**src/rtl/acc_pkg.sv**
```systemverilog
// Shared constants for the map merger: FSM state codes, lane geometry, counter width.
package acc_pkg;
   localparam int BYTE_W = 8;
   localparam int LANES  = 4;
   localparam int CNT_W  = 24;

   localparam logic [1:0] ST_IDLE  = 2'd0;
   localparam logic [1:0] ST_RUN   = 2'd1;
   localparam logic [1:0] ST_DRAIN = 2'd2;
   localparam logic [1:0] ST_DONE  = 2'd3;
endpackage

```
**src/rtl/map_merger_if.sv**
```systemverilog
// PE-result input stream and packed-word output stream of the map merger.
// master = merger side, slave = PE array / omap BIU side.
interface map_merger_if #(
   parameter int IN_DW  = 16,
   parameter int OUT_DW = 32
);
   logic [IN_DW-1:0]  pe2map_merger_data;
   logic              pe2map_merger_vld;
   logic              pe2map_merger_rdy;
   logic [OUT_DW-1:0] map_merger2omap_biu_data;
   logic              map_merger2omap_biu_vld;
   logic              map_merger2omap_biu_rdy;

   modport master (
      input  pe2map_merger_data, pe2map_merger_vld, map_merger2omap_biu_rdy,
      output pe2map_merger_rdy, map_merger2omap_biu_data, map_merger2omap_biu_vld
   );

   modport slave (
      output pe2map_merger_data, pe2map_merger_vld, map_merger2omap_biu_rdy,
      input  pe2map_merger_rdy, map_merger2omap_biu_data, map_merger2omap_biu_vld
   );
endinterface

```
**src/rtl/map_merger_quant.sv**
```systemverilog
// Requantizer: arithmetic right shift then saturate to one byte; purely combinational.
// MAP_MERGER_RELU_EN selects ReLU + unsigned [0,255]; otherwise signed [-128,127].
module map_merger_quant #(
   parameter int IN_DW  = 16,
   parameter int BYTE_W = acc_pkg::BYTE_W
) (
   input  logic signed [IN_DW-1:0] data,
   input  logic [3:0]              shift,
   output logic [BYTE_W-1:0]       q
);
`ifdef MAP_MERGER_RELU_EN
   localparam logic signed [IN_DW-1:0] U_MAX = IN_DW'((1 << BYTE_W) - 1);
`else
   localparam logic signed [IN_DW-1:0] S_MAX = IN_DW'((1 << (BYTE_W - 1)) - 1);
   localparam logic signed [IN_DW-1:0] S_MIN = IN_DW'(-(1 << (BYTE_W - 1)));
`endif

   logic signed [IN_DW-1:0] s;

   always_comb begin
      s = data >>> shift;
      q = s[BYTE_W-1:0];
`ifdef MAP_MERGER_RELU_EN
      if (s < '0)
         q = '0;
      else if (s > U_MAX)
         q = '1;
`else
      if (s < S_MIN)
         q = {1'b1, {(BYTE_W-1){1'b0}}};
      else if (s > S_MAX)
         q = {1'b0, {(BYTE_W-1){1'b1}}};
`endif
   end
endmodule

```
**src/rtl/map_merger.sv**
```systemverilog
// Requantizes PE results to bytes, packs 4 per word (lane 0 first), flushes a zero-padded tail, pulses merge_done.
// Latency: 1 cycle from completing accept to output vld; input stalls while an unaccepted word is held.
// Build option: MAP_MERGER_RELU_EN (ReLU/unsigned saturation in map_merger_quant).
module map_merger #(
   parameter int IN_DW  = 16,
   parameter int OUT_DW = 32,
   parameter int BYTE_W = acc_pkg::BYTE_W
) (
   input  logic        clk,
   input  logic        rst_n,
   input  logic [7:0]  out_ch,
   input  logic [15:0] map_size,
   input  logic [3:0]  shift,
   input  logic        conv_start,
   map_merger_if.master bus,
   output logic        merge_done,
   output logic        busy
);
   import acc_pkg::*;

   logic [1:0]        state_q, state_d;
   logic [CNT_W-1:0]  total_q, total_d;
   logic [CNT_W-1:0]  elem_cnt_q, elem_cnt_d;
   logic [3:0]        shift_q, shift_d;
   logic [1:0]        byte_idx_q, byte_idx_d;
   logic [OUT_DW-1:0] pack_q, pack_d;
   logic [OUT_DW-1:0] out_dat_q, out_dat_d;
   logic              out_vld_q, out_vld_d;

   logic [CNT_W-1:0]  start_total;
   logic [BYTE_W-1:0] qbyte;
   logic [OUT_DW-1:0] word;
   logic              in_rdy, accept, last, emit, out_hs;

   map_merger_quant #(.IN_DW(IN_DW), .BYTE_W(BYTE_W)) u_quant (
      .data  (bus.pe2map_merger_data),
      .shift (shift_q),
      .q     (qbyte)
   );

   assign start_total = CNT_W'(map_size) * CNT_W'(out_ch);
   assign out_hs      = out_vld_q && bus.map_merger2omap_biu_rdy;
   assign in_rdy      = (state_q == ST_RUN) && (!out_vld_q || bus.map_merger2omap_biu_rdy);
   assign accept      = bus.pe2map_merger_vld && in_rdy;
   assign last        = (elem_cnt_q == total_q - CNT_W'(1));
   assign emit        = accept && ((byte_idx_q == 2'd3) || last);

   assign bus.pe2map_merger_rdy       = in_rdy;
   assign bus.map_merger2omap_biu_data = out_dat_q;
   assign bus.map_merger2omap_biu_vld  = out_vld_q;

   always_ff @(posedge clk) begin
      if (!rst_n) begin
         state_q    <= ST_IDLE;
         total_q    <= '0;
         elem_cnt_q <= '0;
         shift_q    <= '0;
         byte_idx_q <= '0;
         pack_q     <= '0;
         out_dat_q  <= '0;
         out_vld_q  <= 1'b0;
      end else begin
         state_q    <= state_d;
         total_q    <= total_d;
         elem_cnt_q <= elem_cnt_d;
         shift_q    <= shift_d;
         byte_idx_q <= byte_idx_d;
         pack_q     <= pack_d;
         out_dat_q  <= out_dat_d;
         out_vld_q  <= out_vld_d;
      end
   end

   always_comb begin
      state_d = state_q;
      case (state_q)
         ST_IDLE:  if (conv_start) state_d = (start_total == '0) ? ST_DONE : ST_RUN;
         ST_RUN:   if (accept && last) state_d = ST_DRAIN;
         ST_DRAIN: if (out_hs) state_d = ST_DONE;
         ST_DONE:  state_d = ST_IDLE;
         default:  state_d = ST_IDLE;
      endcase
   end

   always_comb begin
      busy       = (state_q != ST_IDLE);
      merge_done = (state_q == ST_DONE);
   end

   // Lanes above byte_idx are still zero in pack_q, which gives the padded flush for free.
   always_comb begin
      word = pack_q;
      for (int i = 0; i < LANES; i++) begin
         if (byte_idx_q == 2'(i))
            word[i*BYTE_W +: BYTE_W] = qbyte;
      end
   end

   always_comb begin
      total_d    = total_q;
      shift_d    = shift_q;
      elem_cnt_d = elem_cnt_q;
      byte_idx_d = byte_idx_q;
      pack_d     = pack_q;
      out_dat_d  = out_dat_q;
      out_vld_d  = out_vld_q;

      if (state_q == ST_IDLE && conv_start) begin
         total_d    = start_total;
         shift_d    = shift;
         elem_cnt_d = '0;
         byte_idx_d = '0;
         pack_d     = '0;
      end

      if (accept) begin
         elem_cnt_d = elem_cnt_q + CNT_W'(1);
         if (emit) begin
            byte_idx_d = '0;
            pack_d     = '0;
         end else begin
            byte_idx_d = byte_idx_q + 2'd1;
            pack_d     = word;
         end
      end

      // A new load may coincide with the handshake of the held word.
      if (emit) begin
         out_dat_d = word;
         out_vld_d = 1'b1;
      end else if (out_hs) begin
         out_vld_d = 1'b0;
      end
   end
endmodule
```
**src/flat_wrapper.sv**
```systemverilog
// flat-port wrapper written by rule: the top's interface ports become plain ports
module map_merger_flat import acc_pkg::*;
#(
   parameter int IN_DW  = 16,
   parameter int OUT_DW = 32,
   parameter int BYTE_W = acc_pkg::BYTE_W
)
  (clk, rst_n, out_ch, map_size, shift, conv_start, merge_done, busy, bus_pe2map_merger_data, bus_pe2map_merger_vld, bus_map_merger2omap_biu_rdy, bus_pe2map_merger_rdy, bus_map_merger2omap_biu_data, bus_map_merger2omap_biu_vld);
  map_merger_if #(.IN_DW(IN_DW), .OUT_DW(OUT_DW)) bus_i ();
  input  logic clk;
  input  logic rst_n;
  input  logic [7:0] out_ch;
  input  logic [15:0] map_size;
  input  logic [3:0] shift;
  input  logic conv_start;
  output logic merge_done;
  output logic busy;
  input wire logic [$bits(bus_i.pe2map_merger_data)-1:0] bus_pe2map_merger_data;
  input wire logic [$bits(bus_i.pe2map_merger_vld)-1:0] bus_pe2map_merger_vld;
  input wire logic [$bits(bus_i.map_merger2omap_biu_rdy)-1:0] bus_map_merger2omap_biu_rdy;
  output wire logic [$bits(bus_i.pe2map_merger_rdy)-1:0] bus_pe2map_merger_rdy;
  output wire logic [$bits(bus_i.map_merger2omap_biu_data)-1:0] bus_map_merger2omap_biu_data;
  output wire logic [$bits(bus_i.map_merger2omap_biu_vld)-1:0] bus_map_merger2omap_biu_vld;
  assign bus_i.pe2map_merger_data = bus_pe2map_merger_data;
  assign bus_i.pe2map_merger_vld = bus_pe2map_merger_vld;
  assign bus_i.map_merger2omap_biu_rdy = bus_map_merger2omap_biu_rdy;
  assign bus_pe2map_merger_rdy = bus_i.pe2map_merger_rdy;
  assign bus_map_merger2omap_biu_data = bus_i.map_merger2omap_biu_data;
  assign bus_map_merger2omap_biu_vld = bus_i.map_merger2omap_biu_vld;
  map_merger #(.IN_DW(IN_DW), .OUT_DW(OUT_DW), .BYTE_W(BYTE_W)) u_core (.clk(clk), .rst_n(rst_n), .out_ch(out_ch), .map_size(map_size), .shift(shift), .conv_start(conv_start), .bus(bus_i), .merge_done(merge_done), .busy(busy));
endmodule
```
**config.mk**
```make
export PLATFORM = sky130hd
export DESIGN_NAME = map_merger_flat
export DESIGN_NICKNAME = d
export VERILOG_FILES = /design/src/rtl/acc_pkg.sv /design/src/rtl/map_merger_if.sv /design/src/rtl/map_merger_quant.sv /design/src/rtl/map_merger.sv /design/src/flat_wrapper.sv
export SDC_FILE = /design/constraint.sdc
export NUM_CORES = 1
export LEC_CHECK = 0
export ABC_AREA = 1
export CAP_MARGIN = 30
export CORE_MARGIN = 2
export CORE_UTILIZATION = 25
export DETAILED_ROUTE_END_ITERATION = 8
export GPL_ROUTABILITY_DRIVEN = 0
export PLACE_DENSITY_LB_ADDON = 0.3
export SLEW_MARGIN = 20
export SYNTH_ARGS = -nofsm -noshare
export SYNTH_HDL_FRONTEND = slang
export SYNTH_HIERARCHICAL = 1
export SYNTH_SLANG_ARGS = --single-unit
```
**constraint.sdc**
```tcl
create_clock -name clk -period 8 [get_ports clk]
set_input_delay 1.2 -clock clk [delete_from_list [all_inputs] [get_ports clk]]
set_output_delay 1.2 -clock clk [all_outputs]
set_load 0.05 [all_outputs]
```
==> results of run 1 <==
[final timing paths]
path / endpoint / slack (ns)
worst max-delay path: u_core/state_q[1] / 1.96
worst min-delay path: u_core/pack_q[30] / 0.46
worst max register to register: u_core/bus.map_merger2omap_biu_data[8] / 4.66
worst min register to register: u_core/pack_q[30] / 0.46
[critical path, delay by kind of cell]
family	cells	cell delay, ns
compound gates	2	0.45
xor+xnor	1	0.20
fa+ha+maj	5	2.47
buf+inv	4	1.06
simple gates	10	0.98
[power breakdown]
group	leakage, µW	internal (µW)	switching [µW]
sequential	0.000981	667	93.6
clock	0.000261	435	285
combinational	0.00546	790	1470
total	0.00670	1890	1850
[flip-flops by register name, indices dropped and copies added, names as in the netlist]
register,cells
u_core/bus.map_merger2omap_biu_data,32
u_core/pack_q,32
u_core/elem_cnt_q,24
u_core/total_q,24
u_core/shift_q,4
u_core/byte_idx_q,2
u_core/state_q,2
u_core/bus.map_merger2omap_biu_vld,1
[per-layer routing]
layer | global-route usage [%] | up-vias | wire, µm
met1 | 16.3 | 4946 | 14000
met5 | 0 | - | 0
met3 | 1.79 | 17 | 1130
met4 | 2.18 | 0 | 227
met2 | 21.8 | 219 | 13900
li1 | - | 5391 | -
[synthesized netlist by cell type (all sizes together) (4+ instances only)]
master	number	share of area, %
o21ai	84	3.6
a211oi	6	0.38
dfxtp	121	21
and2	6	0.34
inv	315	10
nand4	12	0.64
xor2	20	1.5
nand2	475	16
fa	84	14
nor2	180	6.1
nor3	14	0.74
nand3b	12	0.77
buf	23	1.5
a21oi	89	4.1
clkbuf	60	1.9
nand3	108	6.0
ha	55	5.9
o21bai	4	0.26
xnor2	16	1.2
o211ai	14	0.90
mux2	24	2.3
[stage by stage]
stage | util [%] | power, µW | std cells | worst slack, ns
6_report | 29.1 | 3750 | 2384 | 1.96
5_1_grt | 29.1 | 4180 | 2384 | 1.59
4_1_cts | 29.1 | 3790 | 2384 | 2.02
3_5_place_dp | 27.9 | 3040 | 2352 | 1.59
3_3_place_gp | 27.9 | 3030 | 2352 | 1.66
2_1_floorplan | - | 2510 | 1739 | 2.37
[cell families after synthesis]
kind of cell | Yosys count | share of synthesized area [%]
AND/OR/NAND/NOR | 812 | 30.5
XOR/XNOR | 37 | 2.88
flip-flops | 121 | 20.6
AO/OA/AOI/OAI | 204 | 9.66
buffers and inverters | 400 | 13.6
adder cells (fa/ha/maj) | 139 | 20.2
multiplexers | 26 | 2.47
[cell usage in the layout, fill, tap and decap left out, types with 4 or more instances in the layout]
cell type / instances
xnor2_1: 16
nand2_1: 462
mux2_2: 24
a21oi_2: 9
nand2_4: 4
nand3b_1: 12
nand3_1: 75
inv_1: 307
o211ai_1: 14
ha_1: 55
clkbuf_16: 17
clkinvlp_4: 6
clkdlybuf4s50_1: 83
nor3_1: 12
o21ai_0: 63
inv_2: 7
fa_1: 84
nor2_2: 11
inv_6: 4
a211oi_1: 6
nand3_2: 33
dfxtp_1: 121
buf_4: 5
a21oi_1: 80
o21bai_1: 4
clkinv_2: 4
nor2_1: 167
and2_1: 5
o21ai_1: 21
xor2_1: 20
nand2_2: 9
nand4_1: 12
[layout make-up]
type / count / area [µm²] / area share (%)
Clock buffer: 18 / 439 / 3.25
Inverter: 317 / 1190 / 8.84
Clock inverter: 14 / 121 / 0.897
Sequential cell: 121 / 2420 / 17.9
Tap cell: 607 / 759 / 5.62
Multi-Input combinational cell: 1218 / 7710 / 57.0
Timing Repair Buffer: 89 / 873 / 6.46
==> impl_metrics.py, run 1 <==
metrics = {
    "min_path": {
        "holdPathStages": 2,
        "worstHoldStart": "u_core/pack_q[30]",
        "worstHoldPathType": "flip-flop to flip-flop",
    },
    "worst_setup_path": {
        "crit_path_start": "out_ch[7]",
        "cpMaxStageDelayCell": "clkdlybuf4s50_1",
        "reg2reg_depth": 16,
        "end_kind": "flip-flop",
        "startpoint_type": "input port",
        "arrival_ns": 6.38,
        "r2r_start": "u_core/total_q[0]",
        "worstPathCellList": "clkdlybuf4s50_1, nand2_1, fa_1, fa_1, inv_1, fa_1, inv_1, fa_1, inv_1, ha_1, a21oi_1, nor2_1, nor2_1, nand2_1, a21oi_1, xor2_1, nand2_1, nor2_1, nand3_1, nand2_1, nor2_1, nor2_1",
        "cp_max_fo": 16,
        "crit_path_frequent_cell": "nor2_1",
        "critical_path_class": "input port to flip-flop",
        "slowest_delay_ns": 0.91,
        "crit_required_ns": 8.35,
    },
    "sta": {
        "maxSlewHeadroom_pct": 42.2,
        "worst_pin_slew_ns": 0.868,
        "setup-violations-final": 0,
        "min_period_ns": 6.04,
        "fin_skew_ns": 0.00769,
        "fmax_ghz": 0.166,
        "holdWs_ns": 0.461,
        "finalHoldViolations": 0,
        "finalSetupTns_ns": 0,
        "report.final.slew_viol_count": 0,
        "grt_setup_unrepaired": "no",
        "fin_crit_sh_pct": 75.4,
    },
    "clocking": {
        "cts_resized": 0,
        "holdBufCountCts": 0,
        "cts-htree-levels": 4,
        "postCtsSetupRepairBufs": 0,
        "clk_latency_ns": 0.41,
        "cts_made_buffers": 17,
        "clkTransAtPathRegs_ns": 0.06,
        "cts_tree": "built",
        "cts_buffer_depth": 2,
        "cts_sinks": 121,
        "root_buffer": "clkbuf_16",
    },
    "placement": {
        "placed_area_mm2": 0.0130,
        "dp_hpwl_um": 22300,
        "portBuffers": 84,
    },
    "floorplanning": {
        "fp.dieH_um": 221,
        "rows": 79,
        "initial_utilization_pct": 25.3,
        "fp.dieW_um": 221,
        "coreArea_mm2": 0.0465,
        "dieArea_mm2": 0.0487,
        "io_pins": 85,
    },
    "final_layout": {
        "fin_nets": 1952,
        "stdcell_area_mm2": 0.0135,
        "diodes": 0,
        "area_growth_pct": 15.3,
        "fillers": 5119,
        "drive_above_1_share_pct": 8.05,
    },
    "logic_synthesis": {
        "synthArstFlopShare_pct": 0,
        "synthFlopType": "dfxtp_1",
        "synth_cell_type_count": 49,
        "synth-edff-count": 0,
        "syn_nets": 1927,
        "ys_seq_area_share_pct": 20.6,
        "netlist_area_mm2": 0.0117,
        "yosys_warnings": 6,
        "synth-seq-cells": 121,
        "avgSynthCellArea_um2": 6.75,
        "syn_inst": 1739,
    },
    "global_routing": {
        "grt_max_degree": 69,
        "grt_pass1_vias": 10300,
        "grt_pass1_wl_um": 50000,
        "grtUsageTotal_pct": 12.4,
        "grt-ovfl-total": 0,
        "antenna_found_initial": 0,
    },
    "routing": {
        "vias": 10600,
        "postRouteAntennaNets": 0,
        "wl_per_cell_um": 12.3,
        "drc": 0,
        "dr.pass1.iters": 7,
        "totalWireLength_um": 29200,
        "via_per_inst": 4.43,
        "drtIter0Drc": 577,
    },
    "status": {
        "status": "finished clean",
    },
    "power": {
        "p_per_area_mw_per_mm2": 277,
        "p_leak_uw": 0.00670,
        "ir_worst_vdd_uv": 171,
    },
    "run": {
        "drv_cap": 0,
    },
}
Power figures use the tool's default switching activity.
==> run 2: changes to the inputs <==
==> constraint.sdc (replaced) <==
create_clock -name clk -period 5.6 [get_ports clk]
set_input_delay 0.84 -clock clk [delete_from_list [all_inputs] [get_ports clk]]
set_output_delay 0.84 -clock clk [all_outputs]
set_load 0.05 [all_outputs]
==> run 2 against run 1 <==
Compared with the run above:
- sequential power grew 42%
- die area is the same
- first-iteration DRC count up 17%
- routed wire length increased by 1.3%
- design area increased by 4.9%
- utilization is 1.4 points higher
- largest power group unchanged
==> impl_metrics.py, run 2 (synthesized netlist as in run 1, its figures left out) <==
metrics = {
    "sta": {
        "report.final.slew_viol_count": 0,
        "maxSlewHeadroom_pct": 43.7,
        "fmax_ghz": 0.191,
        "min_period_ns": 5.25,
        "finalSetupTns_ns": 0,
        "finalWorstSetupSlack_ns": 0.352,
        "finalHoldViolations": 0,
        "setup-violations-final": 0,
        "worst_pin_slew_ns": 0.844,
        "fin_crit_sh_pct": 93.7,
        "fin_skew_ns": 0.0131,
        "grt_setup_unrepaired": "no",
    },
    "worst_setup_path": {
        "startpoint_type": "input port",
        "crit_required_ns": 5.95,
        "cp_max_fo": 9,
        "r2r_start": "u_core/total_q[0]",
        "cpMaxStageDelayCell": "fa_1",
        "slowest_delay_ns": 0.54,
        "reg2reg_depth": 16,
        "critPathTopFamily": "adder cells",
        "end_kind": "flip-flop",
        "r2r-end": "u_core/bus.map_merger2omap_biu_data[2]",
        "critPathBufInv": 8,
        "critical_path_class": "input port to flip-flop",
        "path_depth": 25,
        "arrival_ns": 5.60,
        "ff2ff_setup_slack_ns": 2.30,
        "crit_path_frequent_cell": "inv_1",
    },
    "clocking": {
        "cts_tree": "built",
        "root_buffer": "clkbuf_16",
        "clkTransAtPathRegs_ns": 0.06,
        "cts_buffer_depth": 2,
        "cts_sinks": 121,
        "clk_latency_ns": 0.43,
        "holdBufCountCts": 0,
        "cts_made_buffers": 17,
        "cts-htree-levels": 4,
    },
    "power": {
        "ir_worst_vdd_uv": 201,
        "seqPwrFrac_pct": 17.9,
        "cellInternalPower_uw": 3300,
        "p_per_area_mw_per_mm2": 427,
        "p_clk_share_pct": 19.3,
        "power.total_uw": 6060,
        "p_switching_uw": 2760,
        "p_comb_share_pct": 62.8,
        "p_leak_uw": 0.00712,
        "p_sw_share_pct": 45.5,
    },
    "global_routing": {
        "grt-ovfl-total": 0,
        "antenna_found_initial": 0,
        "grtUsageTotal_pct": 12.6,
        "grt_pass1_vias": 10500,
        "grt_pass1_wl_um": 50300,
        "grt_max_degree": 69,
    },
    "routing": {
        "m1WireLength_um": 14800,
        "top_layer_used": "met4",
        "wl_met3_um": 994,
        "drc": 0,
        "totalWireLength_um": 29600,
        "via_per_inst": 4.36,
        "dr.pass1.iters": 5,
        "drtIter0Drc": 677,
        "wl_met2_um": 13600,
        "postRouteAntennaNets": 0,
        "wl_per_cell_um": 12.0,
        "vias": 10700,
    },
    "final_layout": {
        "fin_nets": 2026,
        "final_common_cell": "nand2_1",
        "fillers": 5090,
        "diodes": 0,
        "register_area_mm2": 0.00242,
        "final_cell_mix": "nand2_1, inv_1, nor2_1",
        "multi_input_area_mm2": 0.00772,
        "final_util_pct": 30.6,
        "area_growth_pct": 21.0,
        "drive_above_1_share_pct": 11.8,
    },
    "placement": {
        "post-place-ws_ns": -0.128,
        "portBuffers": 84,
        "dp_hpwl_um": 23000,
    },
    "min_path": {
        "worstHoldPathType": "flip-flop to flip-flop",
        "worstHoldStart": "u_core/pack_q[14]",
        "holdPathStages": 2,
        "hold_end": "u_core/pack_q[14]",
    },
    "floorplanning": {
        "initial_utilization_pct": 25.3,
        "io_pins": 85,
        "dieArea_mm2": 0.0487,
        "coreArea_mm2": 0.0465,
        "fp.dieH_um": 221,
        "fp.dieW_um": 221,
        "rows": 79,
    },
    "run": {
        "drv_cap": 0,
    },
    "status": {
        "status": "finished clean",
    },
}
==> run 2: power groups by stage <==
stage                     combinational (µW)  sequential, µW  clock (µW)
final                                   3810            1080        1170
after global routing                    4370            1100        1240
after CTS                               3840            1090        1200
after detailed placement                3810            1100           0
after global placement                  3800            1100           0
after floorplan                         2540            1050           0
==> run 2: repair_timing <==
action	4_1_cts	5_1_grt
endpoints found under the setup margin	0	1
gates resized for setup	0	2
hold endpoints to repair	0	0
buffers inserted	0	0
==> run 2: through the flow <==
step	hold WS [ns]	std cells	cell area, µm²
6_report	0.462	2458	14200
5_1_grt	0.478	2458	14200
4_1_cts	0.464	2458	14200
3_5_place_dp	0.454	2426	13600
3_3_place_gp	0.449	2426	13600
2_1_floorplan	0.443	1739	11700
==> run 2: final cells by class <==
type / count / share of cell area, %
multi-input combinational: 1218 / 54.4
sequential: 121 / 17.1
timing repair buffer: 163 / 10.3
inverter: 317 / 8.42
tap: 607 / 5.35
clock buffer: 20 / 3.29
clock inverter: 12 / 1.16
==> run 2: worst max-delay path by stage <==
stage	from	end	slack, ns
global placement	out_ch[6]	u_core/state_q[1]	-0.14
global route	out_ch[7]	u_core/state_q[1]	0.01
finish	out_ch[7]	u_core/state_q[1]	0.35
CTS	map_size[3]	u_core/state_q[1]	0.30
detailed placement	map_size[3]	u_core/state_q[1]	-0.13
floorplan	out_ch[7]	u_core/state_q[1]	0.33
==> run 2: worst register-to-register path, stage by stage, from the launching register on <==
cell,delay [ns]
dfxtp_1,0.36
inv_2,0.09
ha_1,0.22
nand3_1,0.18
nor2_2,0.20
nand2_1,0.11
nor2_1,0.11
nand2_1,0.06
nand2_1,0.06
nand2_1,0.05
nor2_1,0.22
nand3_2,0.15
nand2_2,0.10
nand2_4,0.42
inv_2,0.69
nor2_1,0.11
nor2_1,0.11
==> run 2: layer usage <==
layer	vias up	GRT usage, %
met5	-	0
met4	0	2.47
met3	15	1.53
met2	175	21.8
met1	4983	16.8
li1	5534	-
==> run 3: changes to the inputs <==
--- a/config.mk
+++ b/config.mk
@@ -6,9 +6,10 @@
 export NUM_CORES = 1
 export LEC_CHECK = 0
 export ABC_AREA = 1
+export ABC_CLOCK_PERIOD_IN_PS = 5600
 export CAP_MARGIN = 30
 export CORE_MARGIN = 2
-export CORE_UTILIZATION = 25
+export CORE_UTILIZATION = 40
 export DETAILED_ROUTE_END_ITERATION = 8
 export GPL_ROUTABILITY_DRIVEN = 0
 export PLACE_DENSITY_LB_ADDON = 0.3
==> run 3 against run 2 <==
Compared with the run above:
- die area down 37%
- highest routed layer unchanged
- design area down 2.9%
- total power is 3.1% lower
- register-to-register slack better by 0.07 ns
- critical path depth decreased by 1
==> impl_metrics.py, run 3 (synthesized netlist as in run 1, its figures left out) <==
metrics = {
    "power": {
        "power.total_uw": 5870,
        "p_per_area_mw_per_mm2": 426,
        "ir_worst_vdd_uv": 245,
        "cellInternalPower_uw": 3170,
        "p_switching_uw": 2700,
        "p_leak_uw": 0.00703,
        "p_clk_share_pct": 19.9,
        "seqPwrFrac_pct": 18.4,
        "p_sw_share_pct": 45.9,
        "p_comb_share_pct": 61.8,
    },
    "clocking": {
        "clkTransAtPathRegs_ns": 0.05,
        "cts_sinks": 121,
        "root_buffer": "clkbuf_16",
        "cts_tree": "built",
        "holdBufCountCts": 0,
        "postCtsSetupRepairBufs": 0,
        "clk_latency_ns": 0.41,
        "cts_resized": 0,
        "cts_made_buffers": 17,
        "cts_buffer_depth": 2,
        "cts-htree-levels": 4,
    },
    "worst_setup_path": {
        "critical_path_class": "input port to flip-flop",
        "crit_required_ns": 5.95,
        "startpoint_type": "input port",
        "arrival_ns": 5.62,
        "end_kind": "flip-flop",
        "cp_max_fo": 14,
    },
    "sta": {
        "fmax_ghz": 0.190,
        "fin_crit_sh_pct": 94.1,
        "min_period_ns": 5.27,
        "holdWs_ns": 0.463,
        "finalHoldViolations": 0,
        "worst_pin_slew_ns": 0.845,
        "fin_skew_ns": 0.00721,
        "finalSetupTns_ns": 0,
        "grt_setup_unrepaired": "no",
        "maxSlewHeadroom_pct": 43.7,
        "report.final.slew_viol_count": 0,
        "setup-violations-final": 0,
    },
    "floorplanning": {
        "rows": 62,
        "io_pins": 85,
        "coreArea_mm2": 0.0288,
        "fp.dieW_um": 175,
        "dieArea_mm2": 0.0307,
        "initial_utilization_pct": 40.8,
        "fp.dieH_um": 175,
    },
    "placement": {
        "portBuffers": 84,
        "dp_hpwl_um": 21300,
        "placed_area_mm2": 0.0132,
    },
    "global_routing": {
        "grt_max_degree": 69,
        "grtUsageTotal_pct": 19.0,
        "grt_pass1_vias": 10600,
        "grt_pass1_wl_um": 48800,
        "antenna_found_initial": 1,
        "grt-ovfl-total": 0,
    },
    "routing": {
        "dr.pass1.iters": 7,
        "drc": 0,
        "wl_per_cell_um": 12.7,
        "via_per_inst": 4.87,
        "totalWireLength_um": 28000,
        "postRouteAntennaNets": 0,
        "vias": 10800,
        "drtIter0Drc": 644,
    },
    "final_layout": {
        "fin_nets": 2006,
        "final_cell_mix": "nand2_1, inv_1, nor2_1",
        "area_growth_pct": 17.5,
        "final_common_cell": "nand2_1",
        "drive_above_1_share_pct": 10.7,
        "stdcell_area_mm2": 0.0138,
    },
    "min_path": {
        "worstHoldPathType": "flip-flop to flip-flop",
    },
    "status": {
        "status": "finished clean",
    },
    "run": {
        "drv_cap": 0,
    },
}
[run 3: stage by stage]
| step | cells | utilization [%] | setup slack [ns] |
|---|---|---|---|
| 2_1_floorplan | 1739 | - | 0.334 |
| 3_3_place_gp | 2183 | 45.7 | -0.0621 |
| 3_5_place_dp | 2183 | 45.7 | -0.129 |
| 4_1_cts | 2214 | 47.9 | 0.280 |
| 5_1_grt | 2215 | 47.9 | 0.00211 |
| 6_report | 2215 | 47.9 | 0.329 |
[run 3: path summary, 6_finish.rpt]
path	cells past startpoint	slack (ns)	end	startpoint
setup reg to reg	16	2.37	u_core/bus.map_merger2omap_biu_data[1]	u_core/total_q[0]
setup / recovery	24	0.33	u_core/state_q[1]	out_ch[6]
hold reg to reg	2	0.46	u_core/pack_q[1]	u_core/pack_q[1]
hold / removal	2	0.46	u_core/pack_q[1]	u_core/pack_q[1]
[run 3: layout make-up]
type                    instances  area [µm²]
repair buffers                143        1340
well taps                     384         480
fillers                      2910       15000
clock inverters                13         191
diodes                          1        2.50
clock buffers                  18         439
multi-input cells            1218        7710
flip-flops and latches        121        2420
inverters                     317        1190
[run 3: routing by layer]
metal  track usage (%)  share of wire, %
met1              24.7                46
met3              2.75               3.7
met2              32.9                48
met4              4.90               1.6
met5                 0                 0
[run 3: power groups by stage]
| stage | combinational, µW | sequential [µW] | clock (µW) |
|---|---|---|---|
| after global routing | 4160 | 1100 | 1230 |
| after floorplan | 2540 | 1050 | 0 |
| after detailed placement | 3590 | 1100 | 0 |
| after CTS | 3620 | 1080 | 1190 |
| final | 3620 | 1080 | 1170 |
| after global placement | 3560 | 1100 | 0 |
[run 3: worst max-delay path, cell delays in order]
cell	delay, ns
clkdlybuf4s50_1	0.56
buf_12	0.17
nand2_1	0.06
inv_1	0.09
fa_1	0.44
fa_1	0.52
fa_1	0.55
inv_1	0.05
fa_1	0.53
inv_1	0.04
ha_1	0.34
a21oi_1	0.28
o21ai_0	0.21
inv_1	0.09
nand2_1	0.05
nand2_1	0.12
nand3_1	0.09
nand2_1	0.09
nand3_1	0.06
nor2_1	0.15
nand3_1	0.09
nand2_1	0.06
nor2_1	0.04
nor2_1	0.08
